[src/rtl/xpto_arb.sv]
// -----------------------------------------------------------------------------
// xpto_arb
// Round-robin controller that shares one xpto datapath between two requesters.
// One operand is accepted at a time, issued to the datapath with a single
// x_is_valid pulse, and the datapath result is returned to the requester
// that supplied the operand.
//
// Optional feature macro: XPTO_ARB_TIMEOUT_EN
//   defined   : WAIT is bounded by TIMEOUT cycles; on expiry a zero result is
//               returned with rsp_err = 1.
//   undefined : WAIT lasts until the datapath answers; rsp_err is tied to 0.
//
// Ports
//   clk, rst                 clock, asynchronous active-high reset
//   req0_x/_valid/_ready     requester 0 operand handshake
//   req1_x/_valid/_ready     requester 1 operand handshake
//   rsp0_y/_valid            requester 0 result, one-cycle valid pulse
//   rsp1_y/_valid            requester 1 result, one-cycle valid pulse
//   rsp_err                  timeout flag, qualified by rspN_valid
//   dp_x, dp_x_is_valid      to the xpto datapath
//   dp_y, dp_y_is_valid      from the xpto datapath
// -----------------------------------------------------------------------------
module xpto_arb #(
    parameter int WIDTH   = 4,
    parameter int TIMEOUT = 15
) (
    input  logic             clk,
    input  logic             rst,
    input  logic [WIDTH-1:0] req0_x,
    input  logic             req0_valid,
    output logic             req0_ready,
    input  logic [WIDTH-1:0] req1_x,
    input  logic             req1_valid,
    output logic             req1_ready,
    output logic [WIDTH-1:0] rsp0_y,
    output logic             rsp0_valid,
    output logic [WIDTH-1:0] rsp1_y,
    output logic             rsp1_valid,
    output logic             rsp_err,
    output logic [WIDTH-1:0] dp_x,
    output logic             dp_x_is_valid,
    input  logic [WIDTH-1:0] dp_y,
    input  logic             dp_y_is_valid
);

    typedef enum logic [1:0] {
        IDLE  = 2'd0,
        ISSUE = 2'd1,
        WAIT  = 2'd2,
        RESP  = 2'd3
    } state_t;

    state_t           state_reg, state_next;
    logic             last_grant_reg;
    logic             grant_reg;
    logic [WIDTH-1:0] x_reg;
    logic [WIDTH-1:0] y_reg;
    logic             win_id;
    logic             accept;
    logic             timed_out;

`ifdef XPTO_ARB_TIMEOUT_EN
    localparam int CW = ($clog2(TIMEOUT + 1) > 4) ? $clog2(TIMEOUT + 1) : 4;

    logic [CW-1:0] cnt_reg;
    logic          err_reg;

    // cnt_reg holds the number of WAIT cycles already spent, so the cycle in
    // which it equals TIMEOUT-1 is the last permitted WAIT cycle.
    assign timed_out = (state_reg == WAIT) && !dp_y_is_valid &&
                       (cnt_reg == CW'(TIMEOUT - 1));

    always_ff @(posedge clk or posedge rst) begin
        if (rst) begin
            cnt_reg <= '0;
            err_reg <= 1'b0;
        end else begin
            if (state_reg == ISSUE) begin
                cnt_reg <= '0;
            end else if (state_reg == WAIT) begin
                cnt_reg <= cnt_reg + 1'b1;
            end
            if (state_reg == WAIT) begin
                if (dp_y_is_valid) begin
                    err_reg <= 1'b0;
                end else if (timed_out) begin
                    err_reg <= 1'b1;
                end
            end
        end
    end

    assign rsp_err = err_reg && (state_reg == RESP);
`else
    assign timed_out = 1'b0;
    assign rsp_err   = 1'b0;
`endif

    // Requester 1 wins when it is the only one asking, or on a tie when
    // requester 0 had the previous grant.
    always_comb begin
        state_next    = state_reg;
        win_id        = req1_valid && (!req0_valid || !last_grant_reg);
        accept        = 1'b0;
        req0_ready    = 1'b0;
        req1_ready    = 1'b0;
        dp_x_is_valid = 1'b0;
        rsp0_valid    = 1'b0;
        rsp1_valid    = 1'b0;
        case (state_reg)
            IDLE: begin
                req0_ready = req0_valid && !win_id;
                req1_ready = win_id;
                accept     = req0_valid || req1_valid;
                if (accept) begin
                    state_next = ISSUE;
                end
            end
            ISSUE: begin
                dp_x_is_valid = 1'b1;
                state_next    = WAIT;
            end
            WAIT: begin
                if (dp_y_is_valid || timed_out) begin
                    state_next = RESP;
                end
            end
            RESP: begin
                rsp0_valid = !grant_reg;
                rsp1_valid = grant_reg;
                state_next = IDLE;
            end
            default: state_next = IDLE;
        endcase
    end

    always_ff @(posedge clk or posedge rst) begin
        if (rst) begin
            state_reg      <= IDLE;
            last_grant_reg <= 1'b1;
            grant_reg      <= 1'b0;
            x_reg          <= '0;
            y_reg          <= '0;
        end else begin
            state_reg <= state_next;
            if (accept) begin
                x_reg          <= win_id ? req1_x : req0_x;
                grant_reg      <= win_id;
                last_grant_reg <= win_id;
            end
            if (state_reg == WAIT && dp_y_is_valid) begin
                y_reg <= dp_y;
            end else if (timed_out) begin
                y_reg <= '0;
            end
        end
    end

    assign dp_x   = x_reg;
    assign rsp0_y = y_reg;
    assign rsp1_y = y_reg;

endmodule

[config.mk]
export PLATFORM = sky130hd
export DESIGN_NAME = xpto_arb
export DESIGN_NICKNAME = d
export VERILOG_FILES = /design/src/rtl/xpto_arb.sv
export SDC_FILE = /design/constraint.sdc
export NUM_CORES = 1
export LEC_CHECK = 0
export ABC_AREA = 1
export BUFFER_PORTS_ARGS = -buffer_cell sky130_fd_sc_hd__buf_2
export CORE_MARGIN = 5
export CORE_UTILIZATION = 39
export DETAILED_ROUTE_END_ITERATION = 8
export PLACE_DENSITY_LB_ADDON = 0.05
export SYNTH_ARGS = -nofsm -noshare
export SYNTH_HDL_FRONTEND = slang
export SYNTH_SLANG_ARGS = --single-unit
export TNS_END_PERCENT = 50
[constraint.sdc]
create_clock -name clk -period 1.2 [get_ports clk]
set_clock_uncertainty 0.1 [all_clocks]
set_input_delay 0.12 -clock clk [delete_from_list [all_inputs] [get_ports clk]]
set_output_delay 0.12 -clock clk [all_outputs]
set_load 0.02 [all_outputs]
### Word level (Yosys, flattened, before mapping)

Index checks and enable logic that the tools add are counted.

* add/subtract/negate cells: 0
* multipliers: 0
* div/mod/pow operators: 0
* $lt $le $gt $ge: 0
* eq/ne operators: 5
* shift-type cells: 0
* muxes and demuxes: 10
* bitwise logic cells: 0
* reduce and logical (&&, ||, !) cells: 11

Operators by type and width (number)
* 2-bit case mux with 4 select lines: 1
* 1-bit 2-to-1 mux: 6
* 2-bit equality test, second input constant: 2
* 1-bit logical NOT: 4
* 2-bit 2-to-1 mux: 2
* 4-bit 2-to-1 mux: 1
* 2-bit != test, second input constant: 2
* 1-bit logical AND: 3
* 2-bit by 1-bit equality test with 1-bit output, second input constant: 1
* 2-bit logical NOT: 1
* 1-bit logical OR: 2
* 2-bit AND reduction: 1

* flip-flop bits (word level): 12
* bits in latches: 0
* RAM bits: 0
* ROM bits: 0
* input port bits: 17
* output and inout bits: 18
* logic and storage cells: 31
* memories: 0

### Longest topological paths before layout

Gate-level depths: netlist of the first run.

* depth in word-level cells: 6
* depth in mapped cells: 7
* depth with buffers taken out: 7

### Worst setup path after synthesis of the first run

No wires, ideal clock.

* path kind: reg-to-reg
* start: register state_reg[0]
* end: register state_reg[0]
* library setup time: 117 ps
* arrival time: 1074 ps
* required time: 983 ps
* slack: -90 ps
* stages on the path, launching flop included: 6
* path buffers: 0
* period minus slack after synthesis: 1290 ps
* path through: dfrtp_1 > inv_1 > ha_1 > or2_2 > nand3_1 > nand2_1

* cells in the longest elaborated chain, start to end: 3

Ends and longest elaborated chain
* start, declared: line 53 `state_t state_reg, state_next;`
* start signal, assigned: line 145 `state_reg <= state_next;`
* 2-bit equality test or 2-bit logical NOT (tied branches): line 110 `case (state_reg)`
* 2-bit != test (no line)
* 2-bit AND reduction (no line)

Several ways; a longest one is shown, not always the timed one.
A chain may end at the register's enable or synchronous reset.

### Worst setup path in the final report of the first run

* start: register state_reg[0]
* end: output rsp0_valid

* cells in the longest elaborated chain, start to end: 2

Ends and longest elaborated chain
* 2-bit equality test: line 110
* 1-bit 2-to-1 mux: line 110
* end, declared: line 36 `output logic rsp0_valid,`

Every way passes these cells.

==> reports/metrics.csv, run 1 <==
stage,metric,value,unit
run_status,outcome,"complete, but fails checks",
run_status,violations,negative setup slack,
grt,antenna_found_initial,0,
layout,fin_cells,170,
yosys,yosysSeqAreaShare,43.0,%
setup_path,crit_cells,5,
yosys,post_synth.cell_area_avg,7.39,um2
timing,finalWorstSetupSlack,-0.293,ns
pwr,clock_power_share,10.4,%
clock_network,cts-htree-levels,1,
grt,grt_max_degree,13,
setup_path,cp_slowest_cell,dfrtp_1,
routing,vias,748,
layout,fillCellCount,152,
grt,grtUsageTotal,14.5,%
timing,hold_viol,0,
layout,drive_above_1_share,52.4,%
yosys,synth.cell_area,702,um2
pwr,p_leak,0.690,nW
hold_path,hold_depth,3,
clock_network,cts_tree,done,
placement,dpl.cell_count,154,
setup_path,critical_path_class,reg -> out,
setup_path,crit_fanout,3,
placement,dpl_cell_area,958,um2
pwr,power_frac_comb,65.0,%
yosys,synth.area.top_cells,"dfrtp_1 (39%), nand2_1 (19%), nand3_1 (10%)",
pwr,vdd_drop_max,1.38,mV
clock_network,cts.clk_slew.worst_paths,0.09,ns
layout,final_design_area_no_fill,1210,um2
die,initial_utilization,40.7,%
setup_path,crit_chain,buf_6 > ha_2 > inv_1 > nor2_1 > buf_4,
routing,initialDrtViolationCount,10,
yosys,synth_edf_count,0,
die,die_h,52.4,um
layout,multi_input_area,399,um2
timing,period_share,124,%
routing,wirelength,1940,um
yosys,ys.flop_type,dfrtp_1,
setup_path,reg2regPathDepth,7,
yosys,synth.top_cell.area_share,39.2,%
yosys,yosysMostFrequentCell,nand2_1,
clock_network,cts_root_buf,clkbuf_4,
pwr,power,3.11,mW
placement,pre_cts_ws,-0.0585,ns
setup_path,slowest_delay,0.40,ns
layout,syn_to_final_growth,72.7,%
pwr,p_seq_share,24.6,%
routing,vias_per_cell,4.40,
timing,rsz0062_at_grt,yes,
grt,grt_pass1_vias,723,
clock_network,cts_buffer_depth,2,
setup_path,required,0.98,ns
timing,final_max_slew_viol_count,0,
clock_network,cts_buffers,3,
pwr,power.density,2570,nW/um2
timing,fin_crit,1.49,ns
hold_path,min-delay-path-class,in -> reg,
clock_network,clock_latency,0.27,ns
timing,setup_violations,17,
placement,post-dp-hpwl,1310,um
routing,ant_nets,0,
yosys,async_reset_ff_share,100,%
yosys,yosysWarnings,0,
layout,seqCellArea,302,um2
die,core-area,1730,um2
layout,diodes,0,
routing,drtPass1Iterations,4,
placement,routabilityCongestion,0.819,
die,rows,15,
yosys,yosysTopAreaCell,dfrtp_1,
die,num_io_pins,35,
pwr,switching_power,1.36,mW
yosys,syn_inst,95,
setup_path,cp_top_family,flip-flops,
clock_network,cts.sinks,12,
grt,overflow,0,
yosys,syn-num-nets,116,
grt,grt_pass1_wl,2960,um
yosys,synth_commonest_cells,"nand2_1 (35), inv_1 (16), nand3_1 (14)",
pwr,p_sw_share,43.8,%
placement,port_buffers,33,
routing,drc,0,
die,die_w,52.4,um
pwr,internal_power,1.75,mW
timing,fmax,670,MHz
layout,layout.nets,167,
setup_path,crit_buf_inv,3,
setup_path,cp-end-kind,output port,
setup_path,worstPathArrival,1.27,ns
yosys,ys_ff_latch,12,
yosys,ys_types,14,
setup_path,crit_path_start_kind,flip-flop,
run,max_cap_violations,0,
routing,wire_per_inst,11.4,um
die,die_area,2750,um2
[power groups by stage]
stage	sequential, mW	clock [mW]	combinational (mW)
floorplan	0.923	0	0.945
finish	0.767	0.324	2.02
global route	0.798	0.365	2.18
global placement	0.768	0	1.50
detailed placement	0.772	0	1.53
CTS	0.762	0.323	1.84
[logic make-up after synthesis]
| kind of cell | after synthesis | share of synthesized area, % |
|---|---|---|
| other | 1 | 0.534 |
| flip-flops | 12 | 43.0 |
| adder cells (fa/ha/maj) | 4 | 7.13 |
| AND/OR/NAND/NOR | 56 | 34.9 |
| buffers and inverters | 22 | 14.4 |
[final cells by class]
| type | instances | share of cell area, % |
|---|---|---|
| Sequential cell | 12 | 24.9 |
| Inverter | 17 | 5.68 |
| Multi-Input combinational cell | 61 | 32.9 |
| Timing Repair Buffer | 51 | 31.0 |
| Tap cell | 25 | 2.58 |
| Clock buffer | 4 | 2.99 |
[timing repair]
item                       in CTS  in global routing
hold buffers                    5                  0
hold endpoints to repair       15                  0
pin swaps                       7                 11
gates cloned                    0                  0
gates resized for setup        22                  8
setup buffers                   6                  3
setup endpoints to repair      12                 17
[tightest hold or removal path, cell delays in order]
cell and delay [ns]:
buf_2 0.15, nand3_1 0.09, nand2_1 0.05
[metrics by stage]
step,utilization (%),hold WS (ns),setup TNS [ns]
after CTS,67.2,0.0310,-2.45
final,70.2,0.0562,-2.98
after detailed placement,55.5,0.0494,-0.384
after global placement,55.5,0.0445,-0.169
after global routing,70.2,0.0626,-3.93
after floorplan,-,-0.116,-0.00736
[per-layer routing]
layer | up-vias | global-route usage, % | share of wire, %
met4 | 0 | 6.81 | 0.82
li1 | 378 | - | -
met5 | - | 0 | 0
met3 | 2 | 2.85 | 4.7
met1 | 345 | 17.2 | 41
met2 | 23 | 24.8 | 53
[cells in the final DEF, fill, tap and decap left out]
cell           Yosys  routed
conb_1             1       1
dfstp_2            1       1
buf_2              0      28
nor2_1             2       1
ha_4               0       3
nand3_1           14      12
clkbuf_8           0       1
dfrtp_1           11      11
ha_2               0       1
clkbuf_4           0       3
nand2_1           35      27
nor2_4             1       3
buf_4              5       7
nor2_2             2       1
dlygate4sd3_1      0       5
nand2_4            0       3
nand2_2            1       6
buf_12             0       1
inv_2              1       4
nand3_2            0       2
or2_4              0       1
buf_6              0      10
inv_1             16      12
inv_6              0       1
[final timing paths]
path                          startpoint        endpoint  slack, ns
setup / recovery            state_reg[0]      rsp0_valid      -0.29
hold / removal             dp_y_is_valid       rsp0_y[1]       0.06
setup reg to reg            state_reg[0]    state_reg[0]      -0.23
hold reg to reg                  dp_x[0]         dp_x[0]       0.38
max in group asynchronous            rst  last_grant_reg       0.36
min in group asynchronous            rst       rsp0_y[1]       0.28
(Power assumes the default switching activity.)
==> run 2, diff against run 1 <==
Settings changed: PLACE_DENSITY_LB_ADDON 0.05 to 0.12.
==> reports/metrics.csv, run 2 (same netlist as run 1, synthesis figures left out) <==
stage,metric,value,unit
run_status,outcome,"complete, but fails checks",
run_status,violations,negative setup slack,
grt,grt_pass1_vias,714,
die,die_h,52.4,um
timing,hold_viol,0,
die,die_w,52.4,um
setup_path,r2r_end,dp_x[3],
clock_network,cts_buffer_depth,2,
grt,grt_pass1_wl,3000,um
setup_path,crit_path_start_kind,flip-flop,
timing,fin_crit,1.46,ns
routing,initialDrtViolationCount,13,
pwr,power.density,2530,nW/um2
layout,diodes,0,
grt,overflow,0,
setup_path,cp-end-kind,output port,
layout,final_design_area_no_fill,1220,um2
grt,grtUsageTotal,15.2,%
placement,port_buffers,33,
die,core-area,1730,um2
setup_path,reg2regPathDepth,8,
setup_path,cp_slowest_cell,dfrtp_2,
routing,ant_nets,0,
timing,rsz0062_at_grt,yes,
routing,vias_per_cell,4.46,
die,die_area,2750,um2
setup_path,critPathLaunch,state_reg[1],
timing,fin_tns_setup,-2.61,ns
timing,final_max_slew_viol_count,0,
clock_network,cts-htree-levels,1,
run,max_cap_violations,0,
die,num_io_pins,35,
placement,dpl_cell_area,951,um2
setup_path,rrSetupSlack,-0.22,ns
layout,fin_cells,171,
pwr,p_sw_share,44.9,%
layout,fillCellCount,152,
grt,antenna_found_initial,0,
setup_path,required,0.98,ns
clock_network,cts.clk_slew.worst_paths,0.09,ns
pwr,clock_power_share,11.1,%
die,rows,15,
layout,multi_input_area,414,um2
pwr,switching_power,1.39,mW
routing,wire_per_inst,11.2,um
routing,wirelength,1910,um
clock_network,cts_tree,done,
timing,finalWorstSetupSlack,-0.265,ns
grt,grt_max_degree,13,
layout,syn_to_final_growth,73.6,%
timing,period_share,122,%
hold_path,min-delay-path-class,in -> reg,
clock_network,cts.sinks,12,
setup_path,worstPathArrival,1.24,ns
setup_path,crit_fanout,4,
setup_path,r2r-start,state_reg[1],
pwr,vdd_drop_max,1.76,mV
pwr,p_leak,0.691,nW
pwr,power_frac_comb,63.3,%
placement,dpl.cell_count,153,
layout,layout.nets,168,
routing,vias,763,
setup_path,critical_path_class,reg -> out,
timing,setup_violations,14,
setup_path,critPathCapture,req1_ready,
layout,drive_above_1_share,55.5,%
placement,post-dp-hpwl,1280,um
layout,seqCellArea,303,um2
setup_path,slowest_delay,0.46,ns
timing,fmax,683,MHz
clock_network,clock_latency,0.28,ns
layout,final_cell_mix,"buf_2 (28), nand2_1 (25), inv_1 (12)",
routing,drtPass1Iterations,4,
hold_path,min-delay-start,req0_x[3],
clock_network,cts_root_buf,clkbuf_4,
placement,routabilityCongestion,0.807,
setup_path,crit_chain,inv_2 > ha_4 > inv_6 > nor2_4 > buf_6,
die,initial_utilization,40.7,%
clock_network,cts_buffers,3,
routing,drc,0,
pwr,p_seq_share,25.6,%
layout,final_common_cell,buf_2,
pwr,internal_power,1.70,mW
run 2: cell types whose count changed in the layout (fill, tap and decap cells not counted), sizes merged:
cell	previous run	this run
buf	46	47
run 2: worst min-delay path by stage:
stage,to,slack (ns),depth (start not counted)
final,dp_x[3],0.03,5
after global routing,dp_x[2],0.07,5
after CTS,rsp0_y[1],0.03,3
after detailed placement,dp_x[1],0.06,2
after global placement,rsp0_y[1],0.05,2
after floorplan,dp_x[0],-0.12,1
run 2: power by group through the flow:
stage	logic (mW)	clock network (mW)	registers, mW
after CTS	1.72	0.341	0.765
after detailed placement	1.50	0	0.765
final	1.95	0.344	0.789
after floorplan	0.945	0	0.923
after global routing	2.15	0.367	0.821
after global placement	1.48	0	0.766
run 2: cell type report:
| cell class | count | share of cell area, % |
|---|---|---|
| multi-input cells | 61 | 34.0 |
| repair buffers | 52 | 29.8 |
| inverters | 17 | 5.85 |
| clock buffers | 4 | 2.98 |
| flip-flops and latches | 12 | 24.8 |
| well taps | 25 | 2.57 |
run 2: stage by stage:
stage	hold WS, ns	power (mW)	worst slack [ns]	utilization [%]
floorplan	-0.116	1.87	-0.00184	-
global placement	0.0527	2.24	-0.0379	55.1
detailed placement	0.0648	2.27	-0.0658	55.1
CTS	0.0308	2.82	-0.266	65.0
global route	0.0683	3.34	-0.319	70.6
finish	0.0317	3.09	-0.265	70.6
run 2: layer usage:
layer	wire length [um]	global-route usage [%]	vias up
met3	109	1.71	6
met4	54	8.94	0
met1	790	18.1	346
met5	0	0	-
met2	953	26.0	30
li1	-	-	381
run 2: worst max-delay path, delay by kind of cell (launching register included):
family	cells	cell delay, ns
flops	1	0.46
buf+inv	3	0.25
fa+ha+maj	1	0.15
simple gates	1	0.09
run 2: what timing repair did:
item | 4_1_cts | 5_1_grt
pin swaps | 5 | 6
hold buffers | 5 | 0
resized for setup | 18 | 15
setup buffers | 3 | 6
endpoints found under the hold margin | 15 | 0
setup endpoints to repair | 13 | 17
